===== config.mk =====
export PLATFORM = sky130hd
export DESIGN_NAME = aud_seq_synth
export DESIGN_NICKNAME = d
export VERILOG_FILES = /design/src/rtl/aud_pkg.sv /design/src/rtl/aud_tone_ch.sv /design/src/rtl/aud_seq_synth.sv
export SDC_FILE = /design/constraint.sdc
export NUM_CORES = 1
export LEC_CHECK = 0
export BUFFER_PORTS_ARGS = -buffer_cell sky130_fd_sc_hd__buf_4
export CAP_MARGIN = 40
export CORE_MARGIN = 2
export CORE_UTILIZATION = 35
export DETAILED_ROUTE_END_ITERATION = 8
export GPL_TIMING_DRIVEN = 0
export MAX_ROUTING_LAYER = met4
export PLACE_DENSITY = 0.52
export SETUP_SLACK_MARGIN = 0.02
export SYNTH_ARGS = -nofsm -noshare
export SYNTH_HDL_FRONTEND = slang
export SYNTH_SLANG_ARGS = --single-unit

===== constraint.sdc =====
create_clock -name clk50_i -period 4.74 [get_ports clk50_i]
set_input_delay 0.711 -clock clk50_i [delete_from_list [all_inputs] [get_ports clk50_i]]
set_output_delay 0.711 -clock clk50_i [all_outputs]
set_load 0.02 [all_outputs]

===== src/rtl/aud_pkg.sv =====
// Shared definitions for the tone sequencer: FSM encoding, note-table field layout
// and an elaboration-time clog2.
package aud_pkg;

    typedef enum logic [2:0] {
        ST_IDLE,
        ST_FETCH,
        ST_LOAD,
        ST_PLAY,
        ST_DONE
    } state_t;

    // Ceiling log2; returns 0 for v <= 1.
    function automatic int clog2(input int v);
        int r;
        r = 0;
        for (int i = 0; i < 31; i++) begin
            if ((1 << i) < v) begin
                r = i + 1;
            end
        end
        return r;
    endfunction

    // Entry layout: {dur, div[NUM_CH-1], ..., div[0]}
    function automatic int div_lsb(input int ch, input int div_w);
        return ch * div_w;
    endfunction

    function automatic int dur_lsb(input int num_ch, input int div_w);
        return num_ch * div_w;
    endfunction

endpackage


===== src/rtl/aud_tone_ch.sv =====
// One square-wave tone channel: the period is reloaded (and phase reset) on every
// load strobe, and the output is forced low whenever the channel is not enabled.
module aud_tone_ch #(
    parameter int DIV_W = 24
) (
    input  logic             clk,
    input  logic             rst_n,
    input  logic [DIV_W-1:0] div,
    input  logic             load,
    input  logic             en,
    output logic             square
);

    logic [DIV_W-2:0] half_reg;
    logic [DIV_W-2:0] count_reg;
    logic             rest_reg;
    logic             sq_reg;

    always_ff @(posedge clk or negedge rst_n) begin
        if (!rst_n) begin
            half_reg  <= '0;
            count_reg <= '0;
            rest_reg  <= 1'b1;
            sq_reg    <= 1'b0;
        end else if (load) begin
            half_reg  <= div[DIV_W-1:1];
            count_reg <= (DIV_W-1)'(1);
            rest_reg  <= (div < DIV_W'(2));
            sq_reg    <= 1'b0;
        end else if (!en || rest_reg) begin
            sq_reg <= 1'b0;
        end else if (count_reg == half_reg) begin
            sq_reg    <= ~sq_reg;
            count_reg <= (DIV_W-1)'(1);
        end else begin
            count_reg <= count_reg + 1'b1;
        end
    end

    assign square = sq_reg & en;

endmodule


===== src/rtl/aud_seq_synth.sv =====
// Multi-channel square-wave tone sequencer: note table RAM, tick prescaler, playback
// FSM and two first-order delta-sigma mixers driving the 1-bit audio pins.
module aud_seq_synth
    import aud_pkg::*;
#(
    parameter int CLK_HZ  = 50000000,
    parameter int TICK_HZ = 100,
    parameter int NUM_CH  = 2,
    parameter int DIV_W   = 24,
    parameter int DUR_W   = 8,
    parameter int DEPTH   = 16
) (
    input  logic                          clk50_i,
    input  logic                          rst_n_i,
    input  logic                          wr_en_i,
    input  logic [clog2(DEPTH)-1:0]       wr_addr_i,
    input  logic [DUR_W+NUM_CH*DIV_W-1:0] wr_data_i,
    input  logic                          start_i,
    input  logic                          stop_i,
    input  logic                          loop_i,
    input  logic                          stereo_i,
    output logic                          busy_o,
    output logic [clog2(DEPTH)-1:0]       step_o,
    output logic                          done_o,
    output logic                          audio_l_o,
    output logic                          audio_r_o
);

    localparam int AW       = clog2(DEPTH);
    localparam int ENT_W    = DUR_W + NUM_CH * DIV_W;
    localparam int DUR_LSB  = dur_lsb(NUM_CH, DIV_W);
    localparam int TICK_CYC = CLK_HZ / TICK_HZ;
    localparam int PW       = clog2(TICK_CYC);
    localparam int SW       = clog2(NUM_CH + 1);
    localparam int ACC_W    = clog2(2 * NUM_CH);
    localparam int MW       = ACC_W + 1;

    state_t           state_reg;
    logic [AW-1:0]    step_reg;
    logic [PW-1:0]    presc_reg;
    logic [DUR_W-1:0] tick_cnt_reg;
    logic             busy_reg;
    logic             done_reg;
    logic             stereo_reg;

    logic [ENT_W-1:0] table_mem [DEPTH];
    logic [ENT_W-1:0] entry_reg;
    logic [DUR_W-1:0] entry_dur;
    logic             tick_end;
    logic             last_tick;

    // Entry is captured only in FETCH so host writes never disturb the step in progress.
    always_ff @(posedge clk50_i) begin
        if (wr_en_i) begin
            table_mem[wr_addr_i] <= wr_data_i;
        end
        if (state_reg == ST_FETCH) begin
            entry_reg <= table_mem[step_reg];
        end
    end

    assign entry_dur = entry_reg[DUR_LSB +: DUR_W];
    assign tick_end  = (presc_reg == PW'(TICK_CYC - 1));
    assign last_tick = tick_end && (DUR_W'(tick_cnt_reg + 1'b1) == entry_dur);

    always_ff @(posedge clk50_i or negedge rst_n_i) begin
        if (!rst_n_i) begin
            state_reg    <= ST_IDLE;
            step_reg     <= '0;
            presc_reg    <= '0;
            tick_cnt_reg <= '0;
            busy_reg     <= 1'b0;
            done_reg     <= 1'b0;
            stereo_reg   <= 1'b0;
        end else begin
            done_reg   <= 1'b0;
            stereo_reg <= stereo_i;
            if (stop_i && state_reg != ST_IDLE) begin
                state_reg <= ST_IDLE;
                busy_reg  <= 1'b0;
            end else if (start_i && !stop_i) begin
                state_reg    <= ST_FETCH;
                step_reg     <= '0;
                presc_reg    <= '0;
                tick_cnt_reg <= '0;
                busy_reg     <= 1'b1;
            end else begin
                case (state_reg)
                    ST_FETCH: state_reg <= ST_LOAD;
                    ST_LOAD: begin
                        if (entry_dur == '0) begin
                            state_reg <= ST_DONE;
                            busy_reg  <= 1'b0;
                            done_reg  <= 1'b1;
                        end else begin
                            state_reg <= ST_PLAY;
                        end
                    end
                    ST_PLAY: begin
                        if (!tick_end) begin
                            presc_reg <= presc_reg + 1'b1;
                        end else begin
                            presc_reg <= '0;
                            if (!last_tick) begin
                                tick_cnt_reg <= tick_cnt_reg + 1'b1;
                            end else begin
                                tick_cnt_reg <= '0;
                                if (step_reg != AW'(DEPTH - 1)) begin
                                    step_reg  <= step_reg + 1'b1;
                                    state_reg <= ST_FETCH;
                                end else if (loop_i) begin
                                    step_reg  <= '0;
                                    state_reg <= ST_FETCH;
                                end else begin
                                    state_reg <= ST_DONE;
                                    busy_reg  <= 1'b0;
                                    done_reg  <= 1'b1;
                                end
                            end
                        end
                    end
                    default: state_reg <= ST_IDLE;
                endcase
            end
        end
    end

    logic [NUM_CH-1:0] sq;
    logic              ch_load;
    logic              ch_en;

    assign ch_load = (state_reg == ST_LOAD);
    assign ch_en   = (state_reg == ST_PLAY);

    for (genvar gi = 0; gi < NUM_CH; gi++) begin : g_ch
        aud_tone_ch #(.DIV_W(DIV_W)) u_ch (
            .clk    (clk50_i),
            .rst_n  (rst_n_i),
            .div    (entry_reg[div_lsb(gi, DIV_W) +: DIV_W]),
            .load   (ch_load),
            .en     (ch_en),
            .square (sq[gi])
        );
    end

    logic [SW-1:0] sum_all;
    logic [SW-1:0] sum_even;
    logic [SW-1:0] sum_odd;

    always_comb begin
        sum_all  = '0;
        sum_even = '0;
        sum_odd  = '0;
        for (int i = 0; i < NUM_CH; i++) begin
            sum_all = sum_all + SW'(sq[i]);
            if (i % 2 == 0) begin
                sum_even = sum_even + SW'(sq[i]);
            end else begin
                sum_odd = sum_odd + SW'(sq[i]);
            end
        end
    end

    // Index 0 drives the left pin (even channels in stereo), index 1 the right pin.
    for (genvar gi = 0; gi < 2; gi++) begin : g_mix
        logic [SW-1:0]    s;
        logic [SW-1:0]    n;
        logic [MW-1:0]    acc_sum;
        logic [ACC_W-1:0] acc_reg;
        logic             pin_reg;

        assign s = stereo_i ? ((gi == 0) ? sum_even : sum_odd) : sum_all;
        assign n = stereo_i ? ((gi == 0) ? SW'((NUM_CH + 1) / 2) : SW'(NUM_CH / 2))
                            : SW'(NUM_CH);
        assign acc_sum = MW'(acc_reg) + MW'(s);

        always_ff @(posedge clk50_i or negedge rst_n_i) begin
            if (!rst_n_i) begin
                acc_reg <= '0;
                pin_reg <= 1'b0;
            end else if (stereo_i != stereo_reg) begin
                acc_reg <= '0;
                pin_reg <= 1'b0;
            end else if (n != '0 && acc_sum >= MW'(n)) begin
                acc_reg <= ACC_W'(acc_sum - MW'(n));
                pin_reg <= 1'b1;
            end else begin
                acc_reg <= ACC_W'(acc_sum);
                pin_reg <= 1'b0;
            end
        end
    end

    assign busy_o    = busy_reg;
    assign step_o    = step_reg;
    assign done_o    = done_reg;
    assign audio_l_o = g_mix[0].pin_reg;
    assign audio_r_o = g_mix[1].pin_reg;

endmodule

==> summary.md <==
| Metric | Value |
|---|---|
| RR Startpoint | `step_o[1]$_DFFE_PN0P_` |
| Relative slew slack | `0.400` |
| Ratio of cells with drive above 1 in the final layout | `0.248` |
| Synth top area cells | `edfxtp_1 (66%), mux4_2 (15%), dfrtp_1 (8.3%)` |
| Outcome | `completed` |
| R2R setup slack | `~1000 ps` |
| Vias/cell | `between 5 and 6` |
| Grt total ovfl | `0` |
| Cts repair resizes | `0` |
| Worst-path fanout max | `10` |
| I/O pin cnt | `75` |
| IO buf count | `between 70 and 80` |
| Post-route DRC violation count | `0` |
| Row count | `roughly 130` |
| Final Cell Area | `just under 0.05 mm²` |
| CTS tree | `yes` |
| Starting Density | `0.352` |
| Reg2reg path depth | `6` |
| FMAX | `around 270 MHz` |
| Clk_skew | `just under 30 ps` |
| Max FFs per register | `864` |
| Worst-path clk slew | `around 60 ps` |
| Final wirelength | `a little over 100000 µm` |
| Ys Warns | `0` |
| Largest area contributor in the netlist | `edfxtp_1` |
| GPL Wtd Cong | `slightly above 0.8` |
| Drt first pass iters | `7` |
| Max Slew Vio Count | `0` |
| CTS root buf | `clkbuf_16` |
| CTS Hold Bufs | `1` |
| Final hold vios | `0` |
| 1st-iter DRT viols | `~2000` |
| Initial antenna violation count | `8` |
| Fin worst setup slack | `just over 1000 ps` |
| Data arrival, critical path | `4130 ps` |
| Share of the synthesized area in the top cell type | `0.663` |
| H-Tree Depth | `3` |
| Synth cell count leaders | `edfxtp_1 (918), mux4_2 (270), nand2_1 (202), dfrtp_1 (137), clkbuf_1 (78)` |
| Area delta synth->final | `19.0%` |
| Die Width | `349 µm` |
| Met2 Resource Use GR | `0.294` |
| Sequential fraction of the synthesis area | `0.747` |
| Synth Register Bits | `1057` |
| Syn nets | `around 2200` |
| Post-synth EDFFs | `918` |
| Worst setup path start | `step_o[1]$_DFFE_PN0P_` |
| Critical Path Sink | `entry_reg[20]$_DFFE_PN_` |
| CTS buffer count | `about 110` |
| Count leader, synth | `edfxtp_1` |
| Final Cycle Share | `0.786` |
| Post-route minimum period | `roughly 3700 ps` |
| Clock Sinks | `1057` |
| Average wire per standard cell | `approximately 26 µm` |
| Critical path class | `reg -> reg` |
| Mapped Avg Cell Area | `~19 µm²` |
| Nets | `2517` |
| Dpl cells | `3864` |
| Post-DP Area | `around 0.046 mm²` |
| Grt met1 use | `0.232` |
| Total number of vias | `21200` |
| Place WS | `approximately 950 ps` |
| Synth Cell Area | `0.0416 mm²` |
| Worst Tran Pin Value | `~900 ps` |
| CP Launch Type | `flop` |
| Max-Cap Viols | `0` |
| Setup bufs post-CTS | `0` |
| First-pass GRT wire length | `about 150000 µm` |
| Die ar. | `about 0.12 mm²` |
| GR Util met3 | `0.0241` |
| GR peak layer | `met2` |
| Final std cells w/o fill | `a little over 4000` |
| Power per cell area | `slightly above 400 mW/mm²` |
| Min-Delay Path Class | `in -> reg` |
| Die Y-Extent | `roughly 350 µm` |
| RSZ-0062 raised after global routing | `no` |
| Worst reg2reg endpoint | `entry_reg[20]$_DFFE_PN_` |
| Main synth FF type | `edfxtp_1` |
| Crit. End Element | `flop` |
| Skew-Pair Late Insertion Delay | `690 ps` |
| Filler cells | `approximately 10000` |
| Post-DRT Antenna Nets | `0` |
| Vias in the first global route | `22300` |
| Endpoints failing setup | `0` |
| Post-synth ARST share | `0.132` |
| DP HPWL | `a little over 70000 µm` |
| Required time worst endpoint | `5150 ps` |
| Pin count of the biggest net entering global routing | `91` |
| Core area | `0.118 mm²` |
| Tot GR Track Use | `0.177` |
| Post-synth cell types | `58` |
| Leak | `0.0160 µW` |
| Final core utilization | `0.419` |
| Clock Tree Buf Depth | `3` |
| Total Power | `20500 µW` |
| Syn Inst Count | `2140` |
| Max IR drop VDD | `around 0.00027 V` |
-- cells in the final DEF, fill, tap and decap left out, types with 6 or more instances in the layout --
cell type / n
mux4_2: 270
edfxtp_1: 918
nand4_1: 27
and2_1: 7
nor2_1: 49
nand3_1: 37
nand2b_1: 19
clkinv_2: 19
clkbuf_1: 108
and3_1: 21
clkbuf_16: 108
o21ai_0: 27
nor4_1: 20
buf_8: 41
buf_16: 16
nor2_4: 12
a21oi_1: 48
buf_6: 29
nor3_1: 19
bufinv_16: 6
inv_1: 17
buf_1: 24
clkinv_1: 25
buf_12: 30
xnor2_1: 52
a31oi_1: 30
nand2_1: 202
ha_1: 12
diode_2: 6
buf_4: 70
dfrtp_1: 137
a41oi_1: 10
xor2_1: 28
-- power by group --
group	switching [µW]	internal, µW
registers	299	10600
clock network	3460	4540
logic	881	697
-- worst max-delay path, stage by stage (launching register included) --
cell	delay, ps
dfrtp_1	540
clkbuf_1	410
buf_6	220
clkbuf_1	590
clkbuf_1	700
mux4_2	420
mux4_2	560
-- worst min-delay path by stage --
| stage | start | to | slack, ps | depth (start not counted) |
|---|---|---|---|---|
| finish | stereo_i | stereo_reg$_DFF_PN0_ | 240 | 1 |
| global route | stereo_i | stereo_reg$_DFF_PN0_ | 230 | 1 |
| CTS | stereo_i | stereo_reg$_DFF_PN0_ | 200 | 1 |
| detailed placement | entry_reg[29]$_DFFE_PN_ | g_ch[1].u_ch.half_reg[4]$_DFFE_PN0P_ | 470 | 2 |
| global placement | entry_reg[29]$_DFFE_PN_ | g_ch[1].u_ch.half_reg[4]$_DFFE_PN0P_ | 470 | 2 |
| floorplan | rst_n_i | audio_l_o$_DFF_PN0_ | 420 | 0 |
-- layer usage --
| metal | vias to the layer above | wire, µm |
|---|---|---|
| met5 | - | 0 |
| met4 | 0 | 1640 |
| met3 | 111 | 4740 |
| met2 | 476 | 52600 |
| met1 | 11300 | 44900 |
| li1 | 9277 | - |
-- per-stage QoR --
stage	setup TNS [ps]	hold slack, ps
2_1_floorplan	0	415
3_3_place_gp	-2185400	470
3_5_place_dp	0	465
4_1_cts	0	196
5_1_grt	0	228
6_report	0	239
-- cells by family (layout without fill, tap and decap cells) --
family | after synthesis | after routing | share of synthesized area
compound gates | 150 | 150 | 0.0226
simple gates | 444 | 444 | 0.0503
xor+xnor | 80 | 80 | 0.0169
buf+inv | 119 | 504 | 0.0107
flops | 1057 | 1057 | 0.747
other cells | 0 | 6 | 0
fa+ha+maj | 14 | 14 | 0.00458
mux | 276 | 276 | 0.148
-- layout make-up --
class	count	area [µm²]	share of cell area
Multi-Input combinational cell	964	10200	0.206
Buffer	102	383	0.00774
Clock buffer	141	2860	0.0578
Clock inverter	55	419	0.00848
Sequential cell	1057	31000	0.628
Timing Repair Buffer	189	2530	0.0511
Antenna cell	6	15.0	0.000304
Tap cell	1536	1920	0.0389
Inverter	17	63.8	0.00129
Power figures use the tool's default switching activity.
